File: src/rtl/ex_mem_pkg.sv
// rtl/ex_mem_pkg.sv - shared constants and payload sizing for the EX->MEM skid stage
package ex_mem_pkg;

  localparam int CTRL_W        = 5;
  localparam int CTRL_MUX_2    = 0;
  localparam int CTRL_MUX_3    = 1;
  localparam int CTRL_MEM_RD   = 2;
  localparam int CTRL_MEM_WR   = 3;
  localparam int CTRL_BANCO_WR = 4;

  function automatic int lane_w(input int data_w, input int reg_w);
    return 2 * data_w + 2 * reg_w + CTRL_W;
  endfunction

endpackage

File: src/rtl/ex_mem_skid_stage_if.sv
// rtl/ex_mem_skid_stage_if.sv - EX-side and MEM-side bundle handshake of the skid stage
interface ex_mem_skid_stage_if #(
  parameter int LANES  = 2,
  parameter int DATA_W = 32,
  parameter int REG_W  = 5
);
  import ex_mem_pkg::*;

  logic                      flush;
  logic                      in_valid;
  logic                      in_ready;
  logic [LANES-1:0]          lane_vld_i;
  logic [LANES*DATA_W-1:0]   alu_i;
  logic [LANES*REG_W-1:0]    rd_i;
  logic [LANES*REG_W-1:0]    rt_i;
  logic [LANES*DATA_W-1:0]   dato_b_i;
  logic [LANES*CTRL_W-1:0]   ctrl_i;
  logic                      out_valid;
  logic                      out_ready;
  logic [LANES-1:0]          lane_vld_o;
  logic [LANES*DATA_W-1:0]   alu_o;
  logic [LANES*REG_W-1:0]    rd_o;
  logic [LANES*REG_W-1:0]    rt_o;
  logic [LANES*DATA_W-1:0]   dato_b_o;
  logic [LANES*CTRL_W-1:0]   ctrl_o;
  logic [1:0]                occupancy;

  modport master (
    output flush, in_valid, lane_vld_i, alu_i, rd_i, rt_i, dato_b_i, ctrl_i, out_ready,
    input  in_ready, out_valid, lane_vld_o, alu_o, rd_o, rt_o, dato_b_o, ctrl_o, occupancy
  );

  modport slave (
    input  flush, in_valid, lane_vld_i, alu_i, rd_i, rt_i, dato_b_i, ctrl_i, out_ready,
    output in_ready, out_valid, lane_vld_o, alu_o, rd_o, rt_o, dato_b_o, ctrl_o, occupancy
  );

endinterface

File: src/rtl/ex_mem_skid_entry.sv
// rtl/ex_mem_skid_entry.sv - one bundle slot: valid bit, lane mask and packed payload
module ex_mem_skid_entry #(
  parameter int LANES = 2,
  parameter int PW    = 148
) (
  input  logic             clk,
  input  logic             rst,
  input  logic             load,
  input  logic             d_valid,
  input  logic [LANES-1:0] d_mask,
  input  logic [PW-1:0]    d_payload,
  output logic             valid,
  output logic [LANES-1:0] mask,
  output logic [PW-1:0]    payload
);

  // An emptying load leaves mask/payload untouched so idle entries do not toggle.
  always_ff @(posedge clk or posedge rst) begin
    if (rst) begin
      valid   <= 1'b0;
      mask    <= '0;
      payload <= '0;
    end else if (load) begin
      valid <= d_valid;
      if (d_valid) begin
        mask    <= d_mask;
        payload <= d_payload;
      end
    end
  end

endmodule

File: src/rtl/ex_mem_skid_stage.sv
// rtl/ex_mem_skid_stage.sv - two-entry EX->MEM skid stage with flush and per-lane kill gating
module ex_mem_skid_stage
  import ex_mem_pkg::*;
#(
  parameter int LANES  = 2,
  parameter int DATA_W = 32,
  parameter int REG_W  = 5
) (
  input logic               clk,
  input logic               rst,
  ex_mem_skid_stage_if.slave bus
);

  localparam int PW    = LANES * lane_w(DATA_W, REG_W);
  localparam int RD_LO = LANES * DATA_W;
  localparam int RT_LO = RD_LO + LANES * REG_W;
  localparam int DB_LO = RT_LO + LANES * REG_W;
  localparam int CT_LO = DB_LO + LANES * DATA_W;

  logic             main_v, skid_v;
  logic [LANES-1:0] main_mask, skid_mask;
  logic [PW-1:0]    main_payload, skid_payload, in_payload;
  logic             main_load, main_dv, main_from_skid;
  logic             skid_load, skid_dv, skid_v_nxt;
  logic             ready_q, accept, drain;
  logic [LANES*CTRL_W-1:0] ctrl_gated;

  assign in_payload = {bus.ctrl_i, bus.dato_b_i, bus.rt_i, bus.rd_i, bus.alu_i};
  assign accept     = bus.in_valid & ready_q;
  assign drain      = main_v & bus.out_ready;

  always_comb begin
    main_load      = 1'b0;
    main_dv        = 1'b0;
    main_from_skid = 1'b0;
    skid_load      = 1'b0;
    skid_dv        = 1'b0;
    if (bus.flush) begin
      main_load = 1'b1;
      skid_load = 1'b1;
    end else if (!main_v || drain) begin
      main_load = 1'b1;
      if (skid_v) begin
        main_from_skid = 1'b1;
        main_dv        = 1'b1;
        skid_load      = 1'b1;
        skid_dv        = accept;
      end else begin
        main_dv = accept;
      end
    end else if (accept) begin
      skid_load = 1'b1;
      skid_dv   = 1'b1;
    end
  end

  assign skid_v_nxt = skid_load ? skid_dv : skid_v;

  ex_mem_skid_entry #(.LANES(LANES), .PW(PW)) main_q (
    .clk       (clk),
    .rst       (rst),
    .load      (main_load),
    .d_valid   (main_dv),
    .d_mask    (main_from_skid ? skid_mask : bus.lane_vld_i),
    .d_payload (main_from_skid ? skid_payload : in_payload),
    .valid     (main_v),
    .mask      (main_mask),
    .payload   (main_payload)
  );

  ex_mem_skid_entry #(.LANES(LANES), .PW(PW)) skid_q (
    .clk       (clk),
    .rst       (rst),
    .load      (skid_load),
    .d_valid   (skid_dv),
    .d_mask    (bus.lane_vld_i),
    .d_payload (in_payload),
    .valid     (skid_v),
    .mask      (skid_mask),
    .payload   (skid_payload)
  );

  // Ready is a flop of the next SKID state, so out_ready never reaches it combinationally.
  always_ff @(posedge clk or posedge rst) begin
    if (rst) ready_q <= 1'b0;
    else     ready_q <= ~skid_v_nxt;
  end

  always_comb begin
    ctrl_gated = '0;
    for (int k = 0; k < LANES; k++) begin
      ctrl_gated[k*CTRL_W +: CTRL_W] = main_payload[CT_LO + k*CTRL_W +: CTRL_W] & {CTRL_W{main_v}};
      ctrl_gated[k*CTRL_W + CTRL_MEM_WR]   = ctrl_gated[k*CTRL_W + CTRL_MEM_WR]   & main_mask[k];
      ctrl_gated[k*CTRL_W + CTRL_BANCO_WR] = ctrl_gated[k*CTRL_W + CTRL_BANCO_WR] & main_mask[k];
    end
  end

  assign bus.in_ready   = ready_q;
  assign bus.out_valid  = main_v;
  assign bus.lane_vld_o = main_mask;
  assign bus.alu_o      = main_payload[0     +: LANES*DATA_W];
  assign bus.rd_o       = main_payload[RD_LO +: LANES*REG_W];
  assign bus.rt_o       = main_payload[RT_LO +: LANES*REG_W];
  assign bus.dato_b_o   = main_payload[DB_LO +: LANES*DATA_W];
  assign bus.ctrl_o     = ctrl_gated;
  assign bus.occupancy  = {1'b0, main_v} + {1'b0, skid_v};

endmodule
File: src/flat_wrapper.sv
// flat-port wrapper written by rule: the top's interface ports become plain ports
module ex_mem_skid_stage_flat import ex_mem_pkg::*;
#(
  parameter int LANES  = 2,
  parameter int DATA_W = 32,
  parameter int REG_W  = 5
)
  (clk, rst, bus_flush, bus_in_valid, bus_lane_vld_i, bus_alu_i, bus_rd_i, bus_rt_i, bus_dato_b_i, bus_ctrl_i, bus_out_ready, bus_in_ready, bus_out_valid, bus_lane_vld_o, bus_alu_o, bus_rd_o, bus_rt_o, bus_dato_b_o, bus_ctrl_o, bus_occupancy);
  ex_mem_skid_stage_if #(.LANES(LANES), .DATA_W(DATA_W), .REG_W(REG_W)) bus_i ();
  input logic clk;
  input logic rst;
  input wire logic [$bits(bus_i.flush)-1:0] bus_flush;
  input wire logic [$bits(bus_i.in_valid)-1:0] bus_in_valid;
  input wire logic [$bits(bus_i.lane_vld_i)-1:0] bus_lane_vld_i;
  input wire logic [$bits(bus_i.alu_i)-1:0] bus_alu_i;
  input wire logic [$bits(bus_i.rd_i)-1:0] bus_rd_i;
  input wire logic [$bits(bus_i.rt_i)-1:0] bus_rt_i;
  input wire logic [$bits(bus_i.dato_b_i)-1:0] bus_dato_b_i;
  input wire logic [$bits(bus_i.ctrl_i)-1:0] bus_ctrl_i;
  input wire logic [$bits(bus_i.out_ready)-1:0] bus_out_ready;
  output wire logic [$bits(bus_i.in_ready)-1:0] bus_in_ready;
  output wire logic [$bits(bus_i.out_valid)-1:0] bus_out_valid;
  output wire logic [$bits(bus_i.lane_vld_o)-1:0] bus_lane_vld_o;
  output wire logic [$bits(bus_i.alu_o)-1:0] bus_alu_o;
  output wire logic [$bits(bus_i.rd_o)-1:0] bus_rd_o;
  output wire logic [$bits(bus_i.rt_o)-1:0] bus_rt_o;
  output wire logic [$bits(bus_i.dato_b_o)-1:0] bus_dato_b_o;
  output wire logic [$bits(bus_i.ctrl_o)-1:0] bus_ctrl_o;
  output wire logic [$bits(bus_i.occupancy)-1:0] bus_occupancy;
  assign bus_i.flush = bus_flush;
  assign bus_i.in_valid = bus_in_valid;
  assign bus_i.lane_vld_i = bus_lane_vld_i;
  assign bus_i.alu_i = bus_alu_i;
  assign bus_i.rd_i = bus_rd_i;
  assign bus_i.rt_i = bus_rt_i;
  assign bus_i.dato_b_i = bus_dato_b_i;
  assign bus_i.ctrl_i = bus_ctrl_i;
  assign bus_i.out_ready = bus_out_ready;
  assign bus_in_ready = bus_i.in_ready;
  assign bus_out_valid = bus_i.out_valid;
  assign bus_lane_vld_o = bus_i.lane_vld_o;
  assign bus_alu_o = bus_i.alu_o;
  assign bus_rd_o = bus_i.rd_o;
  assign bus_rt_o = bus_i.rt_o;
  assign bus_dato_b_o = bus_i.dato_b_o;
  assign bus_ctrl_o = bus_i.ctrl_o;
  assign bus_occupancy = bus_i.occupancy;
  ex_mem_skid_stage #(.LANES(LANES), .DATA_W(DATA_W), .REG_W(REG_W)) u_core (.clk(clk), .rst(rst), .bus(bus_i));
endmodule
File: config.mk
export PLATFORM = sky130hd
export DESIGN_NAME = ex_mem_skid_stage_flat
export DESIGN_NICKNAME = d
export VERILOG_FILES = /design/src/rtl/ex_mem_pkg.sv /design/src/rtl/ex_mem_skid_stage_if.sv /design/src/rtl/ex_mem_skid_entry.sv /design/src/rtl/ex_mem_skid_stage.sv /design/src/flat_wrapper.sv
export SDC_FILE = /design/constraint.sdc
export NUM_CORES = 1
export LEC_CHECK = 0
export BUFFER_PORTS_ARGS = -buffer_cell sky130_fd_sc_hd__buf_2
export CELL_PAD_IN_SITES_DETAIL_PLACEMENT = 1
export CELL_PAD_IN_SITES_GLOBAL_PLACEMENT = 1
export CORE_AREA = 10 10 219 221
export DETAILED_ROUTE_END_ITERATION = 10
export DIE_AREA = 0 0 229 231
export PLACE_DENSITY = 0.62
export SLEW_MARGIN = 0
export SYNTH_ARGS = -nofsm -noshare
export SYNTH_HDL_FRONTEND = slang
export SYNTH_SLANG_ARGS = --single-unit
File: constraint.sdc
create_clock -name clk -period 12.8 [get_ports clk]
set_input_delay 2.56 -clock clk [delete_from_list [all_inputs] [get_ports clk]]
set_output_delay 2.56 -clock clk [all_outputs]
set_load 0.01 [all_outputs]
# --- Yosys cells after proc, flatten, opt, wreduce, memory -nomap -nowiden ---
# Index checks and enable logic that the tools add are counted.
word_totals:
  reg_bits: 323
  word_cells: 38
  out_inout_bits: 164
  in_bits: 165
classes:
  add_sub_neg: 1
  reduce_logical: 4
  n_mux: 17
  n_bitwise: 9
op_table:
  columns: ["op", "count"]
  rows:
  - ["$mux 158", 1]
  - ["$mux 1", 15]
  - ["$and 5x5->5", 2]
  - ["$and 1x1->1", 6]
  - ["$reduce_and 2->1", 2]
  - ["$add 1x1->2", 1]
  - ["$mux 2", 1]
  - ["$logic_not 1->1", 1]
  - ["$logic_or 1x1->1", 1]
  - ["$not 1->1", 1]

# --- Logic depth before layout (Yosys ltp) ---
depth:
  word_depth: 6
  depth_mapped: 6
  depth_no_buf: 3

# --- Cells and area by module ---
# From an unflattened synthesis, not the netlist that was laid out.
hier_totals:
  hier_cells: 888
  hier_area_um2: 14522.7
by_module_without_submodules:
  columns: ["module", "area_each_um2", "instances", "seq_area_each_um2", "cells_per_inst"]
  rows:
  - ["ex_mem_skid_entry", 5997.0, 2, 4028.9, 342]
  - ["ex_mem_skid_stage", 2528.7, 1, 25.0, 204]

# --- Worst setup path before layout ---
# No wires, ideal clock.
synth_timing:
  path_kind: "input to register"
  startpoint: "in bus_out_ready"
  endpoint: "reg u_core.skid_q.payload[10]"
  setup_slack_ps: 8897
  required_ps: 12672
  path_buffers: 2
  path_stages: 5
  setup_ps: 128
  arrival_ps: 3775
  path_cell_list: "nand2b_1 > a211oi_2 > buf_6 > buf_4 > mux2_1"
synth_between:
  elab_chain_len: 5
  elab_cells_between_ends: 7
  classes_between: "mux (4); bitwise (1); reduce/logical (2)"
synth_lines:
  columns: ["element", "line_no", "text"]
  rows:
  - ["start: declaration", "flat_wrapper.sv:20", "input wire logic [$bits(bus_i.out_ready)-1:0] bus_out_ready;"]
  - ["$and 1x1->1 (*)", "ex_mem_skid_stage.sv:30", "assign drain = main_v & bus.out_ready;"]
  - ["$logic_or 1x1->1 (*)", "ex_mem_skid_stage.sv:41", "end else if (!main_v || drain) begin"]
  - ["$mux 1", "ex_mem_skid_stage.sv:41", null]
  - ["$mux 1", "ex_mem_skid_stage.sv:38", "if (bus.flush) begin"]
  - ["$reduce_and 2->1 (no source line) (*)", null, null]
  - ["end signal: assignment", "ex_mem_skid_entry.sv:27", "payload <= d_payload;"]
  - ["end: declaration", "ex_mem_skid_entry.sv:14", "output logic [PW-1:0] payload"]
# Every way passes the cells marked *; elsewhere a longest branch is shown, timed or not.
# A chain may end at the register's enable or synchronous reset.

# --- Worst setup path after layout ---
layout_timing:
  startpoint: "in bus_out_ready"
  endpoint: "reg u_core.skid_q.payload[86]"
# The elaborated chain is that of the path after synthesis.

==> results.md <==
- Traced cell by cell, the critical path runs through buf_2 -> nand2b_1 -> a211oi_4 -> buf_4 -> buf_4 -> mux2_2.
- The number of antenna violations at the first check in global routing is 8.
- Across every metal layer, demand over resource in global routing totals 13.2%.
- In the layout the commonest cells are 402 x sky130_fd_sc_hd__mux2_2, 328 x sky130_fd_sc_hd__buf_2, 322 x sky130_fd_sc_hd__dfrtp_1.
- The clock root buffer is sky130_fd_sc_hd__clkbuf_16.
- Summing the areas of all compound-gate instances in the mapped netlist gives 0.308% of the synthesized area.
- Measured along the y axis, the die boundary spans 231 um.
- The number of distinct library cells after synthesis is 18.
- The remaining design rule violation count is 0.
- The cell count after synthesis came out at 1026.
- The fraction of power consumed by combinational cells is 18.0%.
- Setup repair after global routing left no endpoint under its margin.
- The first global-routing pass estimated 55500 um of wire.
- For the pin with the worst max-slew slack, the measured transition is 1090 ps.
- The required time of the worst setup path is 13230 ps.
- The nature of the critical path startpoint is an input port.
- The timing-limited maximum frequency is 214 MHz.
- After the first detailed-routing iteration, the DRC count stood at 211.
- Compared with the post-synthesis result, the final layout area differs by 16.0%.
- The synthesized area per cell is 14.7 um2.
- The sequential-to-total area share from yosys stat is 53.7%.
- For this run the aggregate overflow at the end of global routing stands at 0.
- The final critical-path required period is 4670 ps.
- The clock tree from TritonCTS is built.
- The area share of fa/ha/maj cells after synthesis is 0.0831%.
- In the synthesized netlist, mux cells make up 35.9% of the area.
- The count of instances resized after the clock tree is built is 0.
- For this design, the slowest cell found on the critical path is sky130_fd_sc_hd__buf_4.
- The number of max-capacitance violations reported is 0.
- The number of endpoints with negative hold slack in the final report is 0.
- Per report_power, the sequential group accounts for 45.3% of the total.
- Hold repair after CTS inserted 0 buffers.
- The count of buffering cells on the critical path with inverters included is 3.
- Per report_power, the clock group accounts for 36.7% of the total.
- The area after detailed placement is 16100 um2.
- The post-place setup slack is 7510 ps.
- The weighted congestion at the end of routability-driven global placement is 0.718.
- The initial core utilization is 34.4%.
- The mapped netlist covers 15100 um2.
- The horizontal extent of the die is 229 um.
- The clock tree synthesis step divided the H-tree into 2 levels.
- The worst-case IR drop observed on VDD is 96.5 uV.
- 329 I/O pins were placed.
- After clock tree synthesis, the clock-pin slew on the worst setup and hold paths is 60 ps.
- The net switching power is 811 uW.
- The HPWL after detailed placement is 23600 um.
- The number of vias per cell is 4.59.
- The post-route antenna net violation count is 0.
- The via count of the first global-routing pass is 9266.
- Of all nets on the critical path, the largest fanout is 59.
- The worst min-delay path class is register to register.
- The die covers 52900 um2.
- The core occupancy in the finished layout is 39.9%.
- The switching power share of the total is 26.0%.
- The internal power component is 2.31 mW.
- The final routed wirelength across all metal layers is 35400 um.
- Synthesis inferred 323 register bits.
- The worst setup margin is 8130 ps.
- The worst hold slack after final layout is 478 ps.
- The site row count is 77.
- The number of max-slew violations in the final report is 0.
- The endpoint class of the critical path is a register.
- Among the stages of the critical path, the cell type that occurs most often is sky130_fd_sc_hd__buf_4.
- The area share of xor/xnor cells in the synthesized design is 0%.
- The cell area after layout is 17500 um2.
- When the netlist entered floorplanning its net count stood at 1192.
- At the worst endpoint, the arrival time is 5100 ps.
- The maximum number of buffers from clock root to sink is 3.
- The cell total after placement is 1754.
- The clock skew is 13.8 ps.
- The synthesized netlist devotes 0.524% of its cell area to simple gates.
- The completed layout was analyzed and its total power is 3.12 mW.
- Clock tree synthesis found a total of 323 sinks.
- After detailed routing, the average wire length per cell comes to 19.4 um.
- The peak per-stage delay on the critical path is 780 ps.
- The first detailed-routing pass ran for 4 iterations.
- In the final layout, the share of cells above drive strength 1 is 65.5%.
- The startpoint-to-endpoint class of the critical path is input port to register.
- The finished layout holds 1826 standard cells, fillers aside.
- Fill cells in the final layout number 4608.
- In this run the tightest slew margin relative to its limit is 27.1%.
- For this run, the post-layout net count is 1369.
- The run finished with clean final reports.
- The number of endpoints failing setup at the final stage is 0.
- In this run the tool buffered the top-level ports with 328 buffer cells.
- The analysis attributes to cell leakage a power of 7.81 nW.
- The post-CTS setup buffer count is 0.
- The largest delay contributor family on the critical path is buffers and inverters.
- The final route contains 8388 vias.
- The power per unit of standard cell area is 179 nW/um2.
- After synthesis, the largest family of logic cells by area is multiplexers.
- The clock latency on the worst-skew pair is 540 ps.
- Summed over all failing endpoints, the final setup total negative slack is 0 ps.
- The library cell used most frequently in the layout, excluding fill and tap cells, is sky130_fd_sc_hd__mux2_2.
- The clock buffer count from CTS is 39.
- The number of synthesis warnings is 0.
- The largest net degree at the start of global routing is 161.
- The area inside the core boundary is 43700 um2.
- After layout, the worst path uses 36.5% of the clock period.
kinds of logic (layout without fill, tap and decap cells):
family	after synthesis	count (layout)
mux	480	480
flops	323	323
buf+inv	204	410
simple gates	13	13
compound gates	5	5
fa+ha+maj	1	1
other cells	0	2
flip-flops by register name, summed over array words and instances (netlist names), named ones only:
name and count:
u_core.main_q.payload 158, u_core.skid_q.payload 158, u_core.main_q.mask 2, u_core.skid_q.mask 2, u_core.bus.in_ready 1, u_core.main_q.valid 1
metal layers:
layer	wire [um]	track usage (%)	vias to the layer above
met5	80	0	-
met4	796	4.61	12
met2	17200	21.7	193
met1	15000	15.7	4310
met3	2370	4.49	56
li1	-	-	3817
area by class of cell:
| type | instances | area, um2 | share of cell area [%] |
|---|---|---|---|
| Multi-Input combinational cell | 499 | 5560 | 31.8 |
| Tap cell | 592 | 741 | 4.24 |
| Inverter | 3 | 18.8 | 0.107 |
| Clock buffer | 57 | 1170 | 6.68 |
| Antenna cell | 2 | 5.00 | 0.0287 |
| Clock inverter | 13 | 165 | 0.946 |
| Sequential cell | 323 | 8090 | 46.3 |
| Timing Repair Buffer | 337 | 1720 | 9.86 |
power by group through the flow:
stage,Combinational [mW],Clock [mW],Sequential [mW]
2_1_floorplan,0.513,0,1.39
3_3_place_gp,0.564,0,1.42
3_5_place_dp,0.580,0,1.44
4_1_cts,0.581,1.19,1.42
5_1_grt,0.620,1.23,1.45
6_report,0.562,1.15,1.42
worst paths after layout:
path,startpoint,slack (ps),endpoint,cells past startpoint
max reg2reg,register,9500,u_core.skid_q.payload[86],5
min in group asynchronous,rst,2210,u_core.main_q.payload[97],2
min,u_core.skid_q.payload[29],480,u_core.skid_q.payload[29],1
min reg2reg,u_core.skid_q.payload[29],480,u_core.skid_q.payload[29],1
max,bus_out_ready,8130,u_core.skid_q.payload[86],6
max in group asynchronous,rst,8950,async pin,3
Yosys cell counts:
cell type,n,area [um2]
sky130_fd_sc_hd__mux2_2,402,4530
sky130_fd_sc_hd__inv_2,1,3.75
sky130_fd_sc_hd__ha_1,1,12.5
sky130_fd_sc_hd__clkbuf_1,10,37.5
sky130_fd_sc_hd__and3_1,4,25.0
sky130_fd_sc_hd__inv_1,2,7.51
sky130_fd_sc_hd__and2_1,6,37.5
sky130_fd_sc_hd__a31oi_1,2,12.5
sky130_fd_sc_hd__nand2b_1,1,6.26
sky130_fd_sc_hd__buf_4,166,1250
sky130_fd_sc_hd__a31o_2,1,8.76
sky130_fd_sc_hd__buf_2,24,120
sky130_fd_sc_hd__nor2b_1,1,6.26
sky130_fd_sc_hd__buf_6,1,11.3
sky130_fd_sc_hd__mux2_1,78,878
sky130_fd_sc_hd__a211oi_2,2,25.0
sky130_fd_sc_hd__nand2_1,1,3.75
sky130_fd_sc_hd__dfrtp_1,323,8080
(Power assumes the default switching activity.)
